### src/rtl/keypad_scanner.sv
// Matrix-keypad scanner for the lock front end.
// Drives one-hot column strobes, samples synchronised row returns, debounces
// a single key press and its release, and rejects multi-key/ghost patterns.
// Emits a one-cycle Valid pulse with the linear key Code, and a Held level
// that stays high until the key is cleanly released.
module keypad_scanner #(
    parameter int ROWS     = 4,
    parameter int COLS     = 3,
    parameter int SETTLE   = 3,
    parameter int DEBOUNCE = 4,
    localparam int CW      = $clog2(ROWS * COLS)
) (
    input  logic            clock,
    input  logic            reset,
    input  logic [ROWS-1:0] Row,
    output logic [COLS-1:0] Col,
    output logic [CW-1:0]   Code,
    output logic            Valid,
    output logic            Held
);

    localparam int RIW  = $clog2(ROWS);
    localparam int CIW  = $clog2(COLS);
    localparam int MAXC = (SETTLE > DEBOUNCE) ? SETTLE : DEBOUNCE;
    localparam int CNTW = $clog2(MAXC + 1);

    localparam logic [CNTW-1:0] SETTLE_LAST = CNTW'(SETTLE - 1);
    localparam logic [CNTW-1:0] DEB_LAST    = CNTW'(DEBOUNCE - 1);
    localparam logic [CNTW-1:0] CNT_MAX     = CNTW'(MAXC);
    localparam logic [CIW-1:0]  COL_LAST    = CIW'(COLS - 1);

    typedef enum logic [1:0] {
        S_IDLE,
        S_SCAN,
        S_DEBOUNCE,
        S_PRESSED
    } state_t;

    state_t          state;
    logic [ROWS-1:0] rs_meta;
    logic [ROWS-1:0] rs;
    logic [CNTW-1:0] cnt;
    logic [CIW-1:0]  col_idx;
    logic [ROWS-1:0] row_hot;
    logic [RIW-1:0]  row_idx;

    // One-hot column strobe for a given column index.
    function automatic logic [COLS-1:0] col_onehot(input logic [CIW-1:0] idx);
        return COLS'(1) << idx;
    endfunction

    // Index of the single set bit of a one-hot row vector.
    function automatic logic [RIW-1:0] row_index(input logic [ROWS-1:0] hot);
        logic [RIW-1:0] idx;
        idx = '0;
        for (int i = 0; i < ROWS; i++) begin
            if (hot[i]) idx = RIW'(i);
        end
        return idx;
    endfunction

    // Counters stop at their ceiling instead of wrapping.
    function automatic logic [CNTW-1:0] sat_inc(input logic [CNTW-1:0] v);
        return (v == CNT_MAX) ? v : v + 1'b1;
    endfunction

    // Two-flop synchroniser for the asynchronous row returns.
    always_ff @(posedge clock or negedge reset) begin
        if (!reset) begin
            rs_meta <= '0;
            rs      <= '0;
        end else begin
            // NOTE: non-blocking assignments make rs take the old rs_meta, giving
            // two real flop stages; blocking here would collapse them into one.
            rs_meta <= Row;
            rs      <= rs_meta;
        end
    end

    // Scan / debounce / release FSM with registered outputs.
    always_ff @(posedge clock or negedge reset) begin
        if (!reset) begin
            state   <= S_IDLE;
            Col     <= '1;
            Code    <= '0;
            Valid   <= 1'b0;
            Held    <= 1'b0;
            cnt     <= '0;
            col_idx <= '0;
            row_hot <= '0;
            row_idx <= '0;
        end else begin
            // Valid is a single-cycle pulse; only the press path raises it.
            Valid <= 1'b0;
            case (state)
                S_IDLE: begin
                    Col <= '1;
                    if (rs != '0) begin
                        state   <= S_SCAN;
                        col_idx <= '0;
                        Col     <= col_onehot('0);
                        cnt     <= '0;
                    end
                end

                S_SCAN: begin
                    if (cnt == SETTLE_LAST) begin
                        // Sample point: last cycle of this column's settle window.
                        cnt <= '0;
                        if ($onehot(rs)) begin
                            state   <= S_DEBOUNCE;
                            row_hot <= rs;
                            row_idx <= row_index(rs);
                        end else if (col_idx == COL_LAST) begin
                            // No clean hit on any column (none or ghost pattern).
                            state <= S_IDLE;
                            Col   <= '1;
                        end else begin
                            col_idx <= col_idx + 1'b1;
                            Col     <= col_onehot(col_idx + 1'b1);
                        end
                    end else begin
                        cnt <= sat_inc(cnt);
                    end
                end

                S_DEBOUNCE: begin
                    if (rs == row_hot) begin
                        if (cnt == DEB_LAST) begin
                            state <= S_PRESSED;
                            cnt   <= '0;
                            Valid <= 1'b1;
                            Held  <= 1'b1;
                            Code  <= CW'(int'(row_idx) * COLS + int'(col_idx));
                        end else begin
                            cnt <= sat_inc(cnt);
                        end
                    end else begin
                        // Any disagreement aborts the press silently.
                        state <= S_IDLE;
                        Col   <= '1;
                        cnt   <= '0;
                    end
                end

                S_PRESSED: begin
                    // Only the latched row matters; other rows are ignored.
                    if ((rs & row_hot) == '0) begin
                        if (cnt == DEB_LAST) begin
                            state <= S_IDLE;
                            Held  <= 1'b0;
                            Col   <= '1;
                            cnt   <= '0;
                        end else begin
                            cnt <= sat_inc(cnt);
                        end
                    end else begin
                        cnt <= '0;
                    end
                end

                default: begin
                    state <= S_IDLE;
                    Col   <= '1;
                    cnt   <= '0;
                end
            endcase
        end
    end

endmodule
### config.mk
export PLATFORM = sky130hd
export DESIGN_NAME = keypad_scanner
export DESIGN_NICKNAME = d
export VERILOG_FILES = /design/src/rtl/keypad_scanner.sv
export SDC_FILE = /design/constraint.sdc
export NUM_CORES = 1
export LEC_CHECK = 0
export BUFFER_PORTS_ARGS = -buffer_cell sky130_fd_sc_hd__buf_4
export CORE_UTILIZATION = 40
export CTS_CLUSTER_DIAMETER = 200
export DETAILED_ROUTE_END_ITERATION = 10
export SYNTH_ARGS = -nofsm -noshare
export SYNTH_HDL_FRONTEND = slang
export SYNTH_SLANG_ARGS = --single-unit
### constraint.sdc
create_clock -name clock -period 2.82 [get_ports clock]
set_clock_uncertainty 0.2 [all_clocks]
set_input_delay 0.564 -clock clock [delete_from_list [all_inputs] [get_ports clock]]
set_output_delay 0.564 -clock clock [all_outputs]
set_load 0.03 [all_outputs]
* After elaboration in Yosys (flattened, before gate mapping)
Index checks and enable logic that the tools add are counted.
Cells by class: $add $sub $neg 6, multipliers 1, equal/unequal tests 20, shifts and indexed selects 1, multiplexer cells 40, bitwise gates (word level) 1, reduce and logical (&&, ||, !) cells 11
Operators by type and width (count):
- $mux W3 | 13
- $mux W2 | 14
- $pmux W3 S4 | 2
- $ne A2 B2 Y1 const B | 9
- $reduce_and A5 Y1 | 3
- $mux W1 | 8
- $pmux W2 S4 | 1
- $eq A2 B2 Y1 const B | 3
- $eq A3 B2 Y1 const B | 2
- $ne A3 B3 Y1 const B | 2
- $reduce_and A3 Y1 | 2
- $reduce_and A6 Y1 | 1
- $add A1 B1 Y2 | 2
- $add A4 B2 Y4 | 1
- $and A4 B4 Y4 | 1
- $eq A4 B4 Y1 | 1
- $logic_not A4 Y1 | 1
- $mul A2 B2 Y4 const B | 1
- $pmux W2 S2 | 1
- $reduce_bool A2 Y1 | 2
- $reduce_bool A4 Y1 | 1
- $add A2 B2 Y3 | 1
- $add A3 B1 Y3 const B | 1
- $eq A3 B1 Y1 const B | 1
- 6 further kinds | 6
Storage, ports and cells: register bits after elaboration 30, input bits 6, output and inout bits 9, word-level logic and storage cells 91

* Longest topological paths before layout
Gate-level depths: netlist of run 1.
depth after elaboration 6, mapped depth 9, gate-level depth less buffers 9

* Worst setup path before layout of run 1
Ideal clock, no wire load.
kind register to register, start point register rs[0], end point register col_idx[0], setup time 128 ps, data arrival time 2297 ps, required time 2492 ps, path slack 195 ps, cell stages (with the launch flop) 10, period minus slack after synthesis 2625 ps, path through dfrtp_1 inv_1 fa_1 inv_1 ha_1 ha_1 nor3b_1 nand2_1 o21ai_2 mux2_1
On the way: word-level cells in the longest chain between the ends 5, elaborated cells on any way between the ends 7
Ends and longest elaborated chain:
- start: declaration | RTL line 41 | logic [ROWS-1:0] rs;
- start signal: assignment | RTL line 76 | rs <= rs_meta;
- $add A1 B1 Y2 (not written as such) | RTL line 110 | if ($onehot(rs)) begin
- $add A2 B2 Y3 (not written as such) | RTL line 110
- $eq A3 B1 Y1 | RTL line 110
- $ne A2 B2 Y1 (no line)
- $reduce_and A5 Y1 (no line) *
- end signal: assignment | RTL line 119 | col_idx <= col_idx + 1'b1;
- end: declaration | RTL line 43 | logic [CIW-1:0] col_idx;
Every way passes the cells marked *; elsewhere a longest branch is shown, timed or not. A chain may end at the register's enable or synchronous reset.

* Final worst setup path of run 1
start point register rs[0], end point register row_hot[2]
On the way: word-level cells in the longest chain between the ends 4
Ends and longest elaborated chain:
- $add A1 B1 Y2 (not written as such) | RTL line 110
- $add A2 B2 Y3 (not written as such) | RTL line 110
- $eq A3 B1 Y1 | RTL line 110
- $reduce_and A3 Y1 (no line)
- end signal: assignment | RTL line 112 | row_hot <= rs;
- end: declaration | RTL line 44 | logic [ROWS-1:0] row_hot;
Every way passes these cells.

==> run metrics, run 1 <==
outcome finished clean; Syn Inst Count 145; DP Wirelength 1990 µm; starting density of the core between 40% and 50%; WS Path Type reg2reg; syn_area_per_cell ~11 µm²; GRT overflow 0; initial DRC count 28; Hold WC Path Type in2async; synth unique cells 39; Worst Tran Pin Value 0.494 ns; RSZ-0062 raised after global routing no; register area share after synthesis between 40% and 50%; P_leak 0.903 nW; CTS tree built; clk buf depth 2; DRT Wirelength 2760 µm; worst-path maximum fanout 10; setup total negative slack 0 ns; worst slack, placed 0.156 ns; die span in y 65.5 µm; sequential fraction of design power 38.9%; Clock H-tree levels 2; Clk pwr share 18.0%; cts hold-fix bufs 0; vias 1072; Pins Over Slew Limit 0; hold violation total from the final report 0; power per cell area 974 nW/µm²; core box area 3770 µm²; Vias/cell 4.99; Final setup viols 0; Final #Nets 191; Die Span X 65.5 µm; combinational cell fraction of total power 43.2%; count of maximum capacitance violations 0; overall power 0.00182 W; DP Cell Count 206; Setup WS post-layout 0.200 ns; RD Place Congestion 0.754; full die area 4290 µm²; Net Switching slightly above 0.0007 W; post-route ant nets 0; vias in the first global route 1066; fillers 335; first-pass GRT wire length just under 5000 µm; Tmin final 2.62 ns; IO buf count 14; Root Driver clkbuf_8; worst path required time approximately 2.8 ns; switching fraction of total power 39.2%; largest net degree at the start of global routing 31; FFs w/ async S/R, synth 100%; P&R area growth vs syn 16.1%; peak supply drop 0.442 mV; Syn. warnings 0; clock latency on the worst-skew pair 0.28 ns; relative slew slack approximately two thirds; reg-to-reg slack, setup between 0.15 and 0.2 ns; fin crit share 92.9%; num ports 15; initial antenna violation count 0; final core occ 49.6%; clock slew at reported path FFs 0.06 ns; ant diodes 0; Remaining DRCs 0; Avg WL per Cell between 10 and 15 µm; GRT Total Usage around 15%; Worst setup EP type flop; internal cell power 0.00111 W; row cnt 22; Startpoint Class flop; Finished Layout Cells between 200 and 250; Num CTS Buffers 5; Mapped Nets between 150 and 200; Synth Cell Area 1610 µm²; DRT Pass-1 Iters 3; Synth Flop Type dfrtp_1; CTS sink cnt 30; proportion of layout cells with a drive suffix above 1 22.2%; Post-synth EDFFs 0; synthesized flop and latch total 30; Critical Path AT 2.58 ns; FMAX 0.382 GHz
synth_stat cells, types with 2 or more instances:
master	n	area, µm²
inv_1	16	60.1
nor3_1	4	20.0
mux2_1	6	67.6
mux2_2	2	22.5
dfstp_2	3	78.8
nand3_2	2	20.0
ha_1	16	200
nand2b_1	2	12.5
dfrtp_1	27	676
fa_1	3	60.1
o21ai_0	11	55.1
nor2b_1	2	12.5
nand2_1	12	45.0
a21oi_1	2	10.0
nor2_1	11	41.3
buf_2	2	10.0
o22ai_1	2	12.5
layout by cell type (no fill, tap or decap), types with 3 or more instances in the layout:
cell,Yosys,final
dfrtp_1,27,27
inv_1,16,16
ha_1,16,16
buf_4,0,16
nor2_1,11,11
o21ai_0,11,11
nand2_1,12,11
mux2_1,6,6
clkbuf_8,0,5
nor3_1,4,4
dfstp_2,3,3
fa_1,3,3
worst paths after layout:
kind,startpoint,to,cells after the start
setup reg to reg,rs[0],row_hot[2],9
setup / recovery,rs[0],row_hot[2],9
hold / removal,reset,cnt[1],1
hold reg to reg,rs_meta[3],rs[3],0
max in group asynchronous,reset,Col[0],1
min in group clock,rs_meta[3],rs[3],0
registers in the layout, summed over array words and instances, names as in the netlist, 2 cells and up:
signal / cells
row_hot: 4
state: 2
cnt: 3
row_idx: 2
Code: 4
rs: 4
Col: 3
col_idx: 2
rs_meta: 4
what timing repair did:
action                                  CTS  global route
endpoints found under the setup margin    0             6
gates resized for setup                   0             2
setup buffers                             0             1
stage by stage:
step | area (µm²) | hold WS [ns]
2_1_floorplan | 1610 | 0.0684
3_3_place_gp | 1770 | 0.135
3_5_place_dp | 1770 | 0.135
4_1_cts | 1860 | 0.0155
5_1_grt | 1870 | 0.0283
6_report | 1870 | 0.00768
worst max-delay path: stages (launching register included):
cell and delay [ns]:
dfrtp_1 0.34, inv_1 0.08, fa_1 0.53, inv_1 0.04, ha_1 0.19, ha_1 0.29, nor3b_2 0.17, buf_4 0.14
nand3_2 0.19, mux2_2 0.33
area by class of cell:
class                   count  area [µm²]  area share (%)
clock buffers               6        72.6            3.88
clock inverters             2        10.0           0.535
inverters                  16        60.1            3.21
multi-input cells          97         795            42.4
flip-flops and latches     30         754            40.3
well taps                  48        60.1            3.21
repair buffers             16         120            6.42
logic make-up after synthesis:
| kind of cell | Yosys count | share of synthesized area (%) |
|---|---|---|
| simple gates | 42 | 15.5 |
| mux | 9 | 6.21 |
| fa+ha+maj | 19 | 16.1 |
| buf+inv | 18 | 4.35 |
| compound gates | 27 | 11.0 |
| flops | 30 | 46.8 |
metal layers:
| metal | global-route usage, % | part of all wire (%) | up-vias |
|---|---|---|---|
| met4 | 8.15 | 1.7 | 0 |
| met1 | 18.5 | 48 | 506 |
| met5 | 0 | 0 | - |
| li1 | - | - | 544 |
| met3 | 3.65 | 3.0 | 7 |
| met2 | 25.8 | 47 | 15 |
power groups by stage:
stage	Combinational (W)	Sequential (W)	Clock, W
after floorplan	0.000577	0.000730	0
after global placement	0.000767	0.000711	0
after detailed placement	0.000791	0.000717	0
after CTS	0.000799	0.000709	0.000339
after global routing	0.000918	0.000731	0.000357
final	0.000786	0.000709	0.000327
Note: power is estimated with default switching activity, not from simulation.
==> run 2: changes to the inputs <==
==> constraint.sdc (replaced) <==
create_clock -name clock -period 2.5 [get_ports clock]
set_clock_uncertainty 0.2 [all_clocks]
set_input_delay 0.5 -clock clock [delete_from_list [all_inputs] [get_ports clock]]
set_output_delay 0.5 -clock clock [all_outputs]
set_load 0.03 [all_outputs]
==> run 2 against run 1 <==
- utilization grew 4.6 points
- flip-flop and latch count stayed put
- total power increased by 25%
- sequential share of layout area fell by 3.4 points
- die area unchanged
- cell count grew 4.7%
- maximum frequency grew 5.4%
- worst setup slack got worse by 0.19 ns
- clock power grew 24%
- critical path depth unchanged
- non-clock buffer count up 10
- combinational power is 35% higher
==> run metrics, run 2 (synthesis gave the netlist of run 1 again) <==
Worst setup EP type flop; Final setup viols 0; Finished Cell Area 2040 µm²; r2r endpoint Col[1]; ant diodes 0; GRT Total Usage 16.4%; GRT overflow 0; hold violation total from the final report 0; largest net degree at the start of global routing 31; die span in y about 65 µm; Setup WS post-layout roughly 0.015 ns; DP Wirelength 2120 µm; worst-path maximum fanout 3; Hold Path Stages 1; Hold Startpoint Row[2]; DRT Wirelength 2930 µm; Critical-path top delay cell fa_1; FF-to-FF path depth 9; RD Place Congestion 0.798; CTS sink cnt 30; fin crit share approximately 99%; commonest non-fill, non-tap cell in the layout dfrtp_1; P&R area growth vs syn 26.9%; vias in the first global route 1117; FMAX 0.402 GHz; Avg WL per Cell 13.0 µm; CP cell instances inv_2, fa_1, inv_2, ha_4, ha_4, nor3b_4, nand2_2, o211ai_4, mux2_4; peak supply drop 0.407 mV; Hold EP rs_meta[2]; power per cell area 1110 nW/µm²; clock latency on the worst-skew pair just under 0.3 ns; Remaining DRCs 0; placed inst area 1830 µm²; P_leak 0.972 nW; starting density of the core 42.7%; clk buf depth 2; vias approximately 1100; post-route ant nets 0; outcome finished clean; initial DRC count 33; num ports 15; Die Span X around 65 µm; clock slew at reported path FFs about 0.070 ns; DRT Pass-1 Iters 4; count of maximum capacitance violations 0; core box area ~3800 µm²; row cnt 22; relative slew slack 67.6%; Clock H-tree levels 2; first-pass GRT wire length 5110 µm; Worst Path Buf+Inv 2; WS Path Type reg2reg; reg-to-reg slack, setup 0.01 ns; RSZ-0062 raised after global routing yes; register area 754 µm²; Tmin final 2.49 ns; Critical Path AT around 2.5 ns; IO buf count 14; Pins Over Slew Limit 0; Num CTS Buffers 5; Top delay family on crit path adder cells; worst slack, placed -0.103 ns; RR Startpoint rs[1]; Worst Tran Pin Value about 0.49 ns; DP Cell Count 213; Startpoint Class flop; slowest cell delay on critical path 0.54 ns; Hold WC Path Type in2reg; fillers 319; most frequent cells in the layout dfrtp_1, buf_4, ha_1, inv_1, nor2_1; initial antenna violation count 0; Root Driver clkbuf_8; full die area 4290 µm²; Finished Layout Cells approximately 230; CTS tree built; proportion of layout cells with a drive suffix above 1 between 30% and 40%; worst path required time approximately 2.5 ns; setup total negative slack 0 ns; Final #Nets 201; multi-input gate area in the final layout 870 µm²; Vias/cell between 5 and 6
[run 2: cell types whose count changed in the layout (fill, tap and decap cells not counted), sizes merged]
cell         before  now
buf              16   25
clkinvlp          0    1
dlygate4sd3       0    1
clkinv            2    1
[run 2: worst reg2reg max path, stage by stage (launching register included)]
cell      delay [ns]
dfrtp_1         0.37
inv_2           0.06
fa_1            0.54
inv_2           0.05
ha_4            0.16
ha_4            0.21
nor3b_4         0.22
nand2_2         0.14
o211ai_4        0.14
mux2_4          0.33
[run 2: layer usage]
layer,GRT usage [%],part of all wire (%),up-vias
met3,4.69,3.0,6
li1,-,-,564
met5,0,0,-
met1,19.6,45,541
met2,26.9,50,16
met4,8.15,2.0,0
[run 2: layout make-up]
class	instances	area share (%)
clock inverters	2	0.612
clock buffers	6	4.04
repair buffers	26	10.0
multi-input cells	97	42.5
well taps	48	2.94
inverters	16	2.94
flip-flops and latches	30	36.9
[run 2: per-stage QoR]
stage | utilization (%) | power, W | hold slack [ns]
2_1_floorplan | - | 0.00148 | 0.00441
3_3_place_gp | 48.6 | 0.00170 | 0.133
3_5_place_dp | 48.6 | 0.00174 | 0.143
4_1_cts | 52.9 | 0.00224 | 0.110
5_1_grt | 54.2 | 0.00248 | 0.102
6_report | 54.2 | 0.00227 | 0.115
[run 2: how the worst max path moves through the flow]
stage	startpoint	endpoint	slack, ns	cells after the start
2_1_floorplan	rs[0]	col_idx[0]	0.003	9
3_3_place_gp	rs[0]	Col[0]	-0.04	9
3_5_place_dp	rs[0]	Col[1]	-0.10	9
4_1_cts	rs[0]	Col[1]	0.03	9
5_1_grt	rs[1]	Col[1]	-0.06	9
6_report	rs[1]	Col[1]	0.01	9
[run 2: what timing repair did]
action,4_1_cts,5_1_grt
hold endpoints to repair,27,0
resized for setup,9,13
pin swaps,3,5
hold buffers,1,0
setup buffers,2,1
endpoints found under the setup margin,6,11
[run 2: report_power, final]
group / switching [W] / internal [W]
Clock: 0.000184 / 0.000221
Combinational: 0.000531 / 0.000530
Sequential: 0.000160 / 0.000647
Total: 0.000876 / 0.00140
